File: src/rtl/baud_tick_gen.sv
// baud_tick_gen: fractional-N rx/tx clock-enable generator for UART cores.
// Define BAUD_TICK_FRAC_EN to build in the fractional phase accumulator.
module baud_tick_gen #(
  parameter int unsigned CLOCK_RATE         = 100000000,
  parameter int unsigned BAUD_RATE          = 9600,
  parameter int unsigned RX_OVERSAMPLE_RATE = 16,
  parameter int unsigned DIV_WIDTH          = 16,
  parameter int unsigned FRAC_BITS          = 8
) (
  input  logic                 clk,
  input  logic                 rst_n,
  input  logic                 enable,
  input  logic                 cfg_load,
  input  logic [DIV_WIDTH-1:0] cfg_int,
  input  logic [FRAC_BITS-1:0] cfg_frac,
  input  logic                 rx_resync,
  output logic                 cfg_pending,
  output logic                 rxTick,
  output logic                 txTick
);

  localparam int OSW = $clog2(RX_OVERSAMPLE_RATE);
  localparam logic [OSW-1:0] OS_MAX =
    OSW'(RX_OVERSAMPLE_RATE - 1);
  localparam logic [63:0] RATE =
    64'(BAUD_RATE) * 64'(RX_OVERSAMPLE_RATE);

`ifdef BAUD_TICK_FRAC_EN
  localparam logic [63:0] DEF_D =
    ((64'(CLOCK_RATE) << FRAC_BITS) + RATE / 2) / RATE;
  localparam logic [DIV_WIDTH-1:0] DEF_INT =
    DIV_WIDTH'(DEF_D >> FRAC_BITS);
  localparam logic [FRAC_BITS-1:0] DEF_FRAC =
    FRAC_BITS'(DEF_D);
`else
  localparam logic [63:0] DEF_D =
    (64'(CLOCK_RATE) + RATE / 2) / RATE;
  localparam logic [DIV_WIDTH-1:0] DEF_INT =
    DIV_WIDTH'(DEF_D);
`endif

  logic [DIV_WIDTH-1:0] div_int_q, div_int_d;
  logic [DIV_WIDTH-1:0] shd_int_q, shd_int_d;
  logic [DIV_WIDTH-1:0] rx_cnt_q, rx_cnt_d;
  logic [DIV_WIDTH-1:0] pm1;
  logic [OSW-1:0]       os_cnt_q, os_cnt_d;
  logic                 pend_q, pend_d;
  logic                 rx_q, rx_d;
  logic                 tx_q, tx_d;
  logic                 wrap;
  logic                 apply;

`ifdef BAUD_TICK_FRAC_EN
  logic [FRAC_BITS-1:0] div_frac_q, div_frac_d;
  logic [FRAC_BITS-1:0] shd_frac_q, shd_frac_d;
  logic [FRAC_BITS-1:0] acc_q, acc_d;
  logic                 carry_q, carry_d;
  logic [FRAC_BITS:0]   sum;
`else
  logic unused_frac;
  assign unused_frac = ^cfg_frac;
`endif

  always_comb begin
    pm1 = (div_int_q == '0) ? '0
        : div_int_q - DIV_WIDTH'(1);
`ifdef BAUD_TICK_FRAC_EN
    pm1 = pm1 + DIV_WIDTH'(carry_q);
    sum = {1'b0, acc_q} + {1'b0, div_frac_q};
    div_frac_d = div_frac_q;
    shd_frac_d = shd_frac_q;
    acc_d      = acc_q;
    carry_d    = carry_q;
`endif
    wrap      = enable && (rx_cnt_q >= pm1);
    apply     = wrap && pend_q;
    div_int_d = div_int_q;
    shd_int_d = shd_int_q;
    pend_d    = pend_q;
    rx_cnt_d  = rx_cnt_q;
    os_cnt_d  = os_cnt_q;
    rx_d      = 1'b0;
    tx_d      = 1'b0;

    if (cfg_load) begin
      shd_int_d = cfg_int;
`ifdef BAUD_TICK_FRAC_EN
      shd_frac_d = cfg_frac;
`endif
    end

    if (!enable) begin
      rx_cnt_d = '0;
      os_cnt_d = '0;
`ifdef BAUD_TICK_FRAC_EN
      acc_d   = '0;
      carry_d = 1'b0;
`endif
      // Idle: a new divisor needs no tick boundary to land safely.
      if (cfg_load) begin
        div_int_d = cfg_int;
`ifdef BAUD_TICK_FRAC_EN
        div_frac_d = cfg_frac;
`endif
        pend_d = 1'b0;
      end
    end else begin
      if (apply) begin
        div_int_d = shd_int_q;
`ifdef BAUD_TICK_FRAC_EN
        div_frac_d = shd_frac_q;
`endif
        pend_d = 1'b0;
      end
      if (cfg_load) pend_d = 1'b1;

      if (rx_resync) begin
        rx_cnt_d = '0;
        os_cnt_d = '0;
`ifdef BAUD_TICK_FRAC_EN
        carry_d = 1'b0;
`endif
      end else if (wrap) begin
        rx_cnt_d = '0;
        rx_d     = 1'b1;
        tx_d     = (os_cnt_q == OS_MAX);
        os_cnt_d = tx_d ? '0 : os_cnt_q + OSW'(1);
`ifdef BAUD_TICK_FRAC_EN
        {carry_d, acc_d} = sum;
`endif
      end else begin
        rx_cnt_d = rx_cnt_q + DIV_WIDTH'(1);
      end
    end
  end

  always_ff @(posedge clk or negedge rst_n) begin
    if (!rst_n) begin
      div_int_q <= DEF_INT;
      shd_int_q <= DEF_INT;
      rx_cnt_q  <= '0;
      os_cnt_q  <= '0;
      pend_q    <= 1'b0;
      rx_q      <= 1'b0;
      tx_q      <= 1'b0;
`ifdef BAUD_TICK_FRAC_EN
      div_frac_q <= DEF_FRAC;
      shd_frac_q <= DEF_FRAC;
      acc_q      <= '0;
      carry_q    <= 1'b0;
`endif
    end else begin
      div_int_q <= div_int_d;
      shd_int_q <= shd_int_d;
      rx_cnt_q  <= rx_cnt_d;
      os_cnt_q  <= os_cnt_d;
      pend_q    <= pend_d;
      rx_q      <= rx_d;
      tx_q      <= tx_d;
`ifdef BAUD_TICK_FRAC_EN
      div_frac_q <= div_frac_d;
      shd_frac_q <= shd_frac_d;
      acc_q      <= acc_d;
      carry_q    <= carry_d;
`endif
    end
  end

  assign cfg_pending = pend_q;
  assign rxTick      = rx_q;
  assign txTick      = tx_q;

endmodule
File: config.mk
export PLATFORM = sky130hd
export DESIGN_NAME = baud_tick_gen
export DESIGN_NICKNAME = d
export VERILOG_FILES = /design/src/rtl/baud_tick_gen.sv
export SDC_FILE = /design/constraint.sdc
export NUM_CORES = 1
export LEC_CHECK = 0
export BUFFER_PORTS_ARGS = -buffer_cell sky130_fd_sc_hd__clkbuf_2
export CORE_ASPECT_RATIO = 1.75
export CORE_MARGIN = 5
export CORE_UTILIZATION = 34
export DETAILED_ROUTE_END_ITERATION = 7
export GPL_ROUTABILITY_DRIVEN = 0
export PLACE_DENSITY = 0.57
export SETUP_SLACK_MARGIN = 0.3
export SLEW_MARGIN = 15
export SYNTH_ARGS = -nofsm -noshare
export SYNTH_HDL_FRONTEND = slang
export SYNTH_SLANG_ARGS = --single-unit
File: constraint.sdc
create_clock -name clk -period 3.5 [get_ports clk]
set_input_delay 0 -clock clk [delete_from_list [all_inputs] [get_ports clk]]
set_output_delay 0 -clock clk [all_outputs]
set_load 0.02 [all_outputs]
==> results of run 1 <==
-- metal layers --
layer  up-vias  global-route usage (%)  part of all wire [%]
li1       1211                       -                     -
met1      1177                   14.14                    36
met2        25                   27.50                    59
met3        15                   2.330                   1.9
met4         0                   6.007                   3.5
met5         -                       0                     0
-- worst min-delay path: stages --
cell and delay (ns):
clkbuf_2 0.11, a21boi_2 0.05, o21a_1 0.16
-- synth_stat cells, types with 3 or more instances --
master / instances
a21oi_1: 6
a31oi_1: 4
clkbuf_1: 6
dfrtp_1: 45
dfstp_2: 10
ha_1: 20
inv_1: 4
mux2_2: 16
nand2_1: 26
nand2b_1: 5
nand3_1: 8
nand4_1: 8
nor2_1: 31
nor3_1: 5
o21a_1: 16
o21ai_0: 3
o22a_1: 14
or3_1: 3
xnor2_1: 15
xor2_1: 12
-- stage by stage --
step           setup TNS (ns)  utilization (%)
3_3_place_gp           -9.865            41.52
5_1_grt                -5.987            48.95
6_report             -0.01045            48.95
4_1_cts                -1.009            47.54
3_5_place_dp           -10.68            41.52
2_1_floorplan         -0.1583                -
-- registers in the layout, summed over array words and instances (netlist names) --
| name | flops |
|---|---|
| cfg_pending | 1 |
| rxTick | 1 |
| rx_cnt_q | 16 |
| div_int_q | 16 |
| shd_int_q | 16 |
| txTick | 1 |
| os_cnt_q | 4 |
-- power by group --
| group | total [W] | internal, W | leakage, nW | switching (W) |
|---|---|---|---|---|
| clock network | 0.000580 | 0.000356 | 0.0868 | 0.000224 |
| registers | 0.000724 | 0.000691 | 0.672 | 0.0000337 |
| logic | 0.000306 | 0.000166 | 1.11 | 0.000140 |
-- kinds of logic (layout without fill, tap and decap cells) --
kind of cell,Yosys count,count (layout),synth area share (%)
AND/OR/NAND/NOR,101,102,16.17
flip-flops,55,55,45.44
AO/OA/AOI/OAI,54,54,13.51
XOR/XNOR,27,27,7.736
adder cells (fa/ha/maj),20,20,8.187
multiplexers,18,18,6.549
buffers and inverters,14,103,2.415
-- area by class of cell --
type	instances	share of cell area (%)
Inverter	4	0.3515
Sequential cell	55	32.51
Tap cell	117	3.427
Multi-Input combinational cell	221	43.12
Clock buffer	6	3.251
Timing Repair Buffer	91	16.52
Clock inverter	2	0.8202
-- what timing repair did --
action | CTS | global route
endpoints found under the setup margin | 39 | 39
buffers inserted | 9 | 1
hold buffers | 17 | 0
gates cloned | 2 | 1
resized for setup | 29 | 19
endpoints found under the hold margin | 61 | 0
pin swaps | 25 | 9
-- worst min-delay path by stage --
| stage | slack, ns | endpoint | depth (start not counted) |
|---|---|---|---|
| 2_1_floorplan | -0.30 | cfg_pending$_DFFE_PN0P_ | 0 |
| 3_3_place_gp | 0.17 | shd_int_q[5]$_DFFE_PN0P_ | 2 |
| 3_5_place_dp | 0.18 | shd_int_q[5]$_DFFE_PN0P_ | 2 |
| 4_1_cts | 0.07 | cfg_pending$_DFFE_PN0P_ | 3 |
| 5_1_grt | 0.1 | cfg_pending$_DFFE_PN0P_ | 3 |
| 6_report | 0.07 | cfg_pending$_DFFE_PN0P_ | 3 |
==> results.toml, run 1 <==
[yosys]
synth_top_area_cell = "dfrtp_1"
yosysWarnings = 0
syn_nets = 338
synth_cell_types = 43
synth_ff_type = "dfrtp_1"
synth.area.top_cells = "dfrtp_1 (37%), dfstp_2 (8.6%), ha_1 (8.2%)"
ys_seq_area_share_pct = 45.44
synth_top_area_share_pct = 36.84
syn_inst = 289
synthArstFlopShare_pct = 100.0
ys_ff_latch = 55
synthesis.area_sq_um = 3057
syn_area_per_cell_sq_um = 10.58
synth-edff-count = 0

[drt]
vias = 2428
drc = 0
vias_per_cell = 4.895
drtPass1Iterations = 4
routedWlPerCell_um = 14.01
routed_wl_um = 6950
drtIter0Drc = 62
ant_nets = 0

[critical_path]
crit_family = "simple AND/OR/NAND/NOR gates"
slowest_delay_ns = 0.53
cp_max_fo = 5
crit_slowest_cell = "dfstp_2"
timing.rr.end = "rx_cnt_q[13]$_DFF_PN0_"
r2r_start = "div_int_q[0]$_DFFE_PN1P_"
worst_r2r_path_depth = 15
arrival_ns = 3.74
cp-endpoint = "rx_cnt_q[13]$_DFF_PN0_"
cp.depth = 15
path_buf_inv = 5
setup.worst_path.class = "reg2reg"
cp_cell_sequence = "inv_1 > buf_4 > ha_1 > nor4b_2 > a31oi_1 > ha_1 > nand2b_1 > a2111oi_4 > nor4b_4 > buf_4 > buf_6 > or3_4 > or2_4 > buf_8 > nor2_4"
worstPathRequired_ns = 3.73
end_kind = "flip-flop"
r2r_slack_ns = -0.008
start_kind = "flip-flop"
cp-startpoint = "div_int_q[0]$_DFFE_PN1P_"

[placed_design]
io_buffer_count = 23
place_inst = 458
place_area_sq_um = 3623
pre_cts_ws_ns = -0.5469
dp_hpwl_um = 4957

[floorplanning]
die_area_sq_um = 11060
io_pins = 32
die_h_um = 135.4
initial_utilization_pct = 35.03
die_w_um = 81.68
rows = 45
coreArea_sq_um = 8727

[sta]
timing.fmax_ghz = 0.2850
fin_skew_ns = 0.002800
layout_min_cycle_time_ns = 3.508
timing.final.ws_setup_ns = -0.008224
grt_setup_unrepaired = "yes"
hold_viol = 0
slew_headroom_pct = 32.35
slew_violations = 0
finalSetupViolCount = 2
hold_ws_ns = 0.07311
final.period_utilization_pct = 100.2
worst_slew_pin_slew_ns = 1.015

[clock_tree]
cts_buffer_depth = 2
numCtsBuffers = 5
tritoncts = "done"
clock_sinks = 55
htree_levels = 2
cts-root-buf = "clkbuf_16"
clkSlewWorstSetupHoldPaths_ns = 0.07
insertion_delay_ns = 0.29

[status]
status = "complete, but fails checks"
violations = "negative setup slack"

[final_layout]
drive_gt1_share_pct = 38.26
diodes = 0
multi_input_area_sq_um = 1842
layoutNonFillerInstCount = 496
final_cell_area_sq_um = 4272
register_area_sq_um = 1389
area_growth_syn_to_layout_pct = 39.75
nets = 427
layout_common_cells = "dfrtp_1 (45), buf_4 (42), nand2_1 (23), clkbuf_2 (23), nor2_1 (21)"
mostFrequentLayoutCell = "dfrtp_1"
n_fill_cell = 813

[grt]
gr-total-overflow = 0
grt_pass1_vias = 2587
gr-usage-all-layers_pct = 14.15
grt_max_degree = 56
grt_pass1_wl_um = 12160
antenna_found_initial = 0

[run]
cap_violations = 0

[power]
irDropWorstVdd_uv = 287.8
power_density_nw_per_um2 = 377.1
p_total_w = 0.001611
p_leak_nw = 1.873

[min_path]
hp-class = "in2reg"
hp-start = "enable"
Note: power is estimated with default switching activity, not from simulation.
==> inputs of run 2 (changes only) <==
--- a/config.mk
+++ b/config.mk
@@ -5,13 +5,14 @@
 export SDC_FILE = /design/constraint.sdc
 export NUM_CORES = 1
 export LEC_CHECK = 0
+export ABC_AREA = 1
 export BUFFER_PORTS_ARGS = -buffer_cell sky130_fd_sc_hd__clkbuf_2
 export CORE_ASPECT_RATIO = 1.75
 export CORE_MARGIN = 5
 export CORE_UTILIZATION = 34
 export DETAILED_ROUTE_END_ITERATION = 7
 export GPL_ROUTABILITY_DRIVEN = 0
-export PLACE_DENSITY = 0.57
+export PLACE_DENSITY = 0.56
 export SETUP_SLACK_MARGIN = 0.3
 export SLEW_MARGIN = 15
 export SYNTH_ARGS = -nofsm -noshare
==> run 2 against run 1 <==
Effect of this change: first-iteration DRC count increased to 2.7 times the previous value; fmax is 20% higher; critical path type unchanged; highest routed layer unchanged; sequential share of layout area grew 1.7 points; the flow now finishes without violations; power shrank 0.23%; register-to-register slack better by 0.57 ns; critical endpoint is now os_cnt_q[3]$_DFFE_PN0P_; global-route usage shrank 0.82 points; wire length increased by 10%; via count grew 19%.
==> results.toml, run 2 <==
[power]
clockPowerShare_pct = 32.3
power.switching_w = 0.0004927
p_sw_share_pct = 30.66
p_leak_nw = 2.035
pwr-share-comb_pct = 22.0
pwr-share-seq_pct = 45.7
irDropWorstVdd_uv = 355.3
power_density_nw_per_um2 = 395.4
p_int_w = 0.001114

[critical_path]
cp-startpoint = "div_int_q[13]$_DFFE_PN0P_"
crit_family = "simple AND/OR/NAND/NOR gates"
r2r_start = "div_int_q[13]$_DFFE_PN0P_"
timing.rr.end = "os_cnt_q[3]$_DFFE_PN0P_"
worst_r2r_path_depth = 13
worstPathRequired_ns = 3.68
path_buf_inv = 0
arrival_ns = 3.12
crit_slowest_cell = "or4_1"
r2r_slack_ns = 0.57
end_kind = "flip-flop"
setup.worst_path.class = "reg2reg"
slowest_delay_ns = 0.56
start_kind = "flip-flop"
cp-endpoint = "os_cnt_q[3]$_DFFE_PN0P_"
cp_max_fo = 13
cp_cell_sequence = "nor2_1 > nand3_1 > or4_1 > o21ai_2 > ha_1 > a21oi_1 > o21ai_0 > a21oi_1 > nand2_2 > nand2_4 > nand2_4 > nand3_1 > nand2_1"
cp.depth = 13

[yosys]
synth_top_area_share_pct = 32.91
ys_seq_area_share_pct = 40.59
synth_top_area_cell = "dfrtp_1"
synthesis.area_sq_um = 3422
syn_inst = 449
synth_most_common_cell = "nand2_1"
syn_nets = 498
synth_cell_types = 34
synth-edff-count = 0
synth_ff_type = "dfrtp_1"
ys_ff_latch = 55
yosysWarnings = 0
synth.area.top_cells = "dfrtp_1 (33%), nand2_1 (14%), dfstp_2 (7.7%)"
syn_area_per_cell_sq_um = 7.621
synthArstFlopShare_pct = 100.0
synthTopCellsByCount = "nand2_1 (127), inv_1 (56), dfrtp_1 (45), nand3_1 (40), o21ai_0 (40)"

[grt]
gr-usage-all-layers_pct = 13.33
grt_pass1_vias = 2845
grt_max_degree = 36
gr-total-overflow = 0
grt_pass1_wl_um = 13030
antenna_found_initial = 0

[drt]
routedWlPerCell_um = 12.37
drtPass1Iterations = 5
vias_per_cell = 4.681
wl_met1_um = 2861
met3_length_um = 149
drtIter0Drc = 170
routed_wl_um = 7644
dr_wl_met2_um = 4350
top_layer_used = "met4"
vias = 2893
ant_nets = 0
drc = 0

[clock_tree]
tritoncts = "done"
clkSlewWorstSetupHoldPaths_ns = 0.07
clock_sinks = 55
numCtsBuffers = 5
htree_levels = 2
cts-root-buf = "clkbuf_16"
cts_buffer_depth = 2
insertion_delay_ns = 0.29

[floorplanning]
die_h_um = 142.7
initial_utilization_pct = 34.74
rows = 48
die_area_sq_um = 12250
die_w_um = 85.84
coreArea_sq_um = 9849
io_pins = 32

[sta]
fin_skew_ns = 0.006715
hold_viol = 0
final.period_utilization_pct = 83.85
tns_ns = 0
worst_slew_pin_slew_ns = 0.9178
slew_headroom_pct = 38.81
slew_violations = 0
layout_min_cycle_time_ns = 2.935
grt_setup_unrepaired = "yes"
finalSetupViolCount = 0
timing.fmax_ghz = 0.3408
hold_ws_ns = 0.3700

[final_layout]
layout_common_cells = "nand2_1 (127), inv_1 (55), dfrtp_1 (45)"
final_cell_area_sq_um = 4064
nets = 541
reg.largest.list = "div_int_q (16), rx_cnt_q (16), shd_int_q (16)"
n_fill_cell = 1030
fin_util_pct = 41.26
area_growth_syn_to_layout_pct = 18.76
drive_gt1_share_pct = 15.21
diodes = 0
mostFrequentLayoutCell = "nand2_1"

[placed_design]
io_buffer_count = 23
place_area_sq_um = 3647
dp_hpwl_um = 6020

[run]
cap_violations = 0

[min_path]
hp-class = "in2async"

[status]
status = "completed"
-- run 2: cell types whose count changed after synthesis, sizes merged, moves of 4 or more --
cell	delta
nand2	+107
inv	+52
o21ai	+38
nand3	+37
mux2	-16
o21a	-16
o22a	-14
nor2	+11
xnor2	-11
xor2	-6
nand2b	-5
a21oi	+4
buf	+4
-- run 2: area by class of cell --
cell class	instances	area, sq um	area share, %
tap	125	156.4	3.849
inverter	56	210.2	5.172
sequential	55	1389	34.17
clock buffer	6	138.9	3.417
clock inverter	2	16.27	0.4002
timing repair buffer	48	370.4	9.113
multi-input combinational	326	1783	43.87
-- run 2: worst min path at each step --
stage / from / to / slack, ns / cells after the start
2_1_floorplan: rst_n / cfg_pending$_DFFE_PN0P_ / -0.30 / 0
3_3_place_gp: rst_n / shd_int_q[2]$_DFFE_PN0P_ / 0.17 / 1
3_5_place_dp: rst_n / shd_int_q[2]$_DFFE_PN0P_ / 0.18 / 1
4_1_cts: enable / os_cnt_q[3]$_DFFE_PN0P_ / 0.37 / 3
5_1_grt: enable / os_cnt_q[3]$_DFFE_PN0P_ / 0.45 / 3
6_report: rst_n / shd_int_q[2]$_DFFE_PN0P_ / 0.37 / 2
-- run 2: cells by family (layout without fill, tap and decap cells) --
logic type / Yosys count / count (layout) / share of synthesized area, %
flops: 55 / 55 / 40.58
simple gates: 241 / 241 / 33.16
fa+ha+maj: 20 / 20 / 7.313
xor+xnor: 10 / 10 / 2.559
buf+inv: 68 / 112 / 7.934
compound gates: 55 / 55 / 8.446
-- run 2: timing repair --
action                                 in CTS  in global routing
setup endpoints to repair                   0                 31
hold buffers                               22                  0
resized for setup                           0                  5
buffers inserted                            0                  1
endpoints found under the hold margin      48                  0
-- run 2: power groups by stage --
stage	registers (W)	logic, W	clock network [W]
2_1_floorplan	0.000737	0.000242	0
3_3_place_gp	0.000746	0.000328	0
3_5_place_dp	0.000746	0.000337	0
4_1_cts	0.000734	0.000358	0.000540
5_1_grt	0.000741	0.000412	0.000559
6_report	0.000734	0.000354	0.000519
-- run 2: stage by stage --
step / power (W) / worst slack, ns / instances
floorplan: 0.0009791 / 0.9370 / 449
global placement: 0.001073 / 0.3814 / 587
detailed placement: 0.001083 / 0.3453 / 587
CTS: 0.001633 / 0.3236 / 617
global route: 0.001712 / 0.2764 / 618
finish: 0.001607 / 0.5653 / 618
-- run 2: metal layers --
layer  track usage, %  vias to the layer above
li1                 -                     1523
met3            1.674                       13
met4            6.255                        0
met1            13.29                     1320
met2            26.43                       37
met5                0                        -
==> inputs of run 3 (changes only) <==
==> constraint.sdc (replaced) <==
create_clock -name clk -period 2.4 [get_ports clk]
set_input_delay 0 -clock clk [delete_from_list [all_inputs] [get_ports clk]]
set_output_delay 0 -clock clk [all_outputs]
set_load 0.02 [all_outputs]
==> run 3 against run 2 <==
Effect of this change: the run now ends with negative setup slack left; final area increased by 19%; largest power group unchanged; flip-flop and latch count unchanged; non-clock buffer count is 46 higher; highest routed layer unchanged; power increased by 60%; largest cell class unchanged.
==> results.toml, run 3 (synthesis gave the netlist of run 2 again) <==
[status]
status = "complete, but fails checks"
violations = "negative setup slack"

[critical_path]
r2r_slack_ns = -0.39
r2r_start = "div_int_q[1]$_DFFE_PN1P_"
end_kind = "flip-flop"
timing.rr.end = "div_int_q[14]$_DFFE_PN0P_"
cp_max_fo = 6
worstPathRequired_ns = 2.59
setup.worst_path.class = "reg2reg"
arrival_ns = 2.98
worst_r2r_path_depth = 16
start_kind = "flip-flop"

[placed_design]
place_inst = 624
io_buffer_count = 23
dp_hpwl_um = 6302
pre_cts_ws_ns = -0.4405

[final_layout]
drive_gt1_share_pct = 34.51
nets = 587
layoutNonFillerInstCount = 664
diodes = 0
n_fill_cell = 942
layout_common_cells = "nand2_1 (114), inv_1 (50), dfrtp_1 (45)"
mostFrequentLayoutCell = "nand2_1"
reg.largest.list = "div_int_q (16), rx_cnt_q (16), shd_int_q (16)"
area_growth_syn_to_layout_pct = 41.54

[min_path]
hold_path_depth = 3
min_to = "cfg_pending$_DFFE_PN0P_"
hp-start = "enable"
hp-class = "in2reg"

[grt]
grt_pass1_vias = 3277
antenna_found_initial = 0
grt_max_degree = 32
gr-usage-all-layers_pct = 14.65
grt_pass1_wl_um = 14430
gr-total-overflow = 0

[drt]
ant_nets = 0
vias_per_cell = 4.732
drtIter0Drc = 117
drc = 0
routed_wl_um = 8693
vias = 3142
routedWlPerCell_um = 13.09
drtPass1Iterations = 4

[sta]
layout_min_cycle_time_ns = 2.788
hold_viol = 0
timing.fmax_ghz = 0.3587
final.period_utilization_pct = 116.2
slew_violations = 0
worst_slew_pin_slew_ns = 0.7987
timing.final.ws_setup_ns = -0.3878
slew_headroom_pct = 46.69
grt_setup_unrepaired = "yes"
finalSetupViolCount = 39
fin_skew_ns = 0.01118

[clock_tree]
tritoncts = "done"
htree_levels = 2
clock_sinks = 55
cts_buffer_depth = 2
numCtsBuffers = 5
cts-root-buf = "clkbuf_16"
clkSlewWorstSetupHoldPaths_ns = 0.08
insertion_delay_ns = 0.30

[floorplanning]
coreArea_sq_um = 9849
initial_utilization_pct = 34.74
die_h_um = 142.7
die_area_sq_um = 12250
die_w_um = 85.84
io_pins = 32
rows = 48

[power]
power_density_nw_per_um2 = 531.6
irDropWorstVdd_uv = 429.4
p_total_w = 0.002575
p_leak_nw = 2.345

[run]
cap_violations = 0
==> run 3: area by class of cell <==
class	count	area (sq um)	area share, %
multi-input combinational	326	2152	44.43
sequential	55	1389	28.67
timing repair buffer	94	790.8	16.33
inverter	56	215.2	4.443
tap	125	156.4	3.229
clock buffer	7	132.6	2.738
clock inverter	1	7.507	0.1550
==> run 3: worst max path at each step <==
stage,slack [ns],depth (start not counted),from,end
3_3_place_gp,-0.42,19,div_int_q[2]$_DFFE_PN0P_,rx_cnt_q[4]$_DFF_PN0_
2_1_floorplan,-0.11,20,div_int_q[2]$_DFFE_PN0P_,div_int_q[14]$_DFFE_PN0P_
4_1_cts,-0.37,19,div_int_q[2]$_DFFE_PN0P_,div_int_q[2]$_DFFE_PN0P_
3_5_place_dp,-0.44,19,div_int_q[2]$_DFFE_PN0P_,rx_cnt_q[4]$_DFF_PN0_
6_report,-0.39,16,div_int_q[1]$_DFFE_PN1P_,div_int_q[14]$_DFFE_PN0P_
5_1_grt,-0.58,19,div_int_q[2]$_DFFE_PN0P_,div_int_q[11]$_DFFE_PN0P_
==> run 3: routing by layer <==
| layer | wire length [um] | track usage, % | up-vias | part of all wire [%] |
|---|---|---|---|---|
| met1 | 3040 | 14.66 | 1464 | 35 |
| met3 | 179 | 1.905 | 22 | 2.1 |
| met4 | 303 | 6.339 | 0 | 3.5 |
| li1 | - | - | 1622 | - |
| met2 | 5169 | 29.22 | 34 | 59 |
| met5 | 0 | 0 | - | 0 |
==> run 3: report_power, final <==
part           switching, W  internal (W)
logic              0.000425      0.000363
clock network      0.000338      0.000389
registers         0.0000517       0.00101
==> run 3: metrics by stage <==
| stage | hold WS, ns | utilization (%) | TNS [ns] | area, sq um |
|---|---|---|---|---|
| 2_1_floorplan | -0.2956 | - | -2.086 | 3486 |
| 3_3_place_gp | 0.02455 | 40.56 | -13.75 | 3995 |
| 3_5_place_dp | 0.02719 | 40.56 | -14.10 | 3995 |
| 4_1_cts | 0.09121 | 46.20 | -12.78 | 4551 |
| 5_1_grt | 0.1142 | 49.17 | -19.38 | 4843 |
| 6_report | 0.1051 | 49.17 | -12.29 | 4843 |
==> run 3: worst max-delay path, cell delays in order, from the launching register on <==
cell	delay, ns
dfstp_2	0.58
inv_4	0.06
ha_4	0.15
nand3_1	0.11
nor4_4	0.07
or2_2	0.30
ha_1	0.30
nand4_1	0.14
nor2_1	0.15
nor2_1	0.06
nand2_1	0.08
nand2_2	0.07
nand2_4	0.12
nand3_4	0.17
clkbuf_16	0.23
nand3_2	0.05
nand2_1	0.05
==> run 3: repair_timing <==
action / CTS / global route
endpoints found under the hold margin: 71 / 0
resized for setup: 30 / 52
hold buffers: 22 / 0
pin swaps: 5 / 10
cloned: 1 / 2
setup buffers: 4 / 3
setup endpoints to repair: 39 / 39
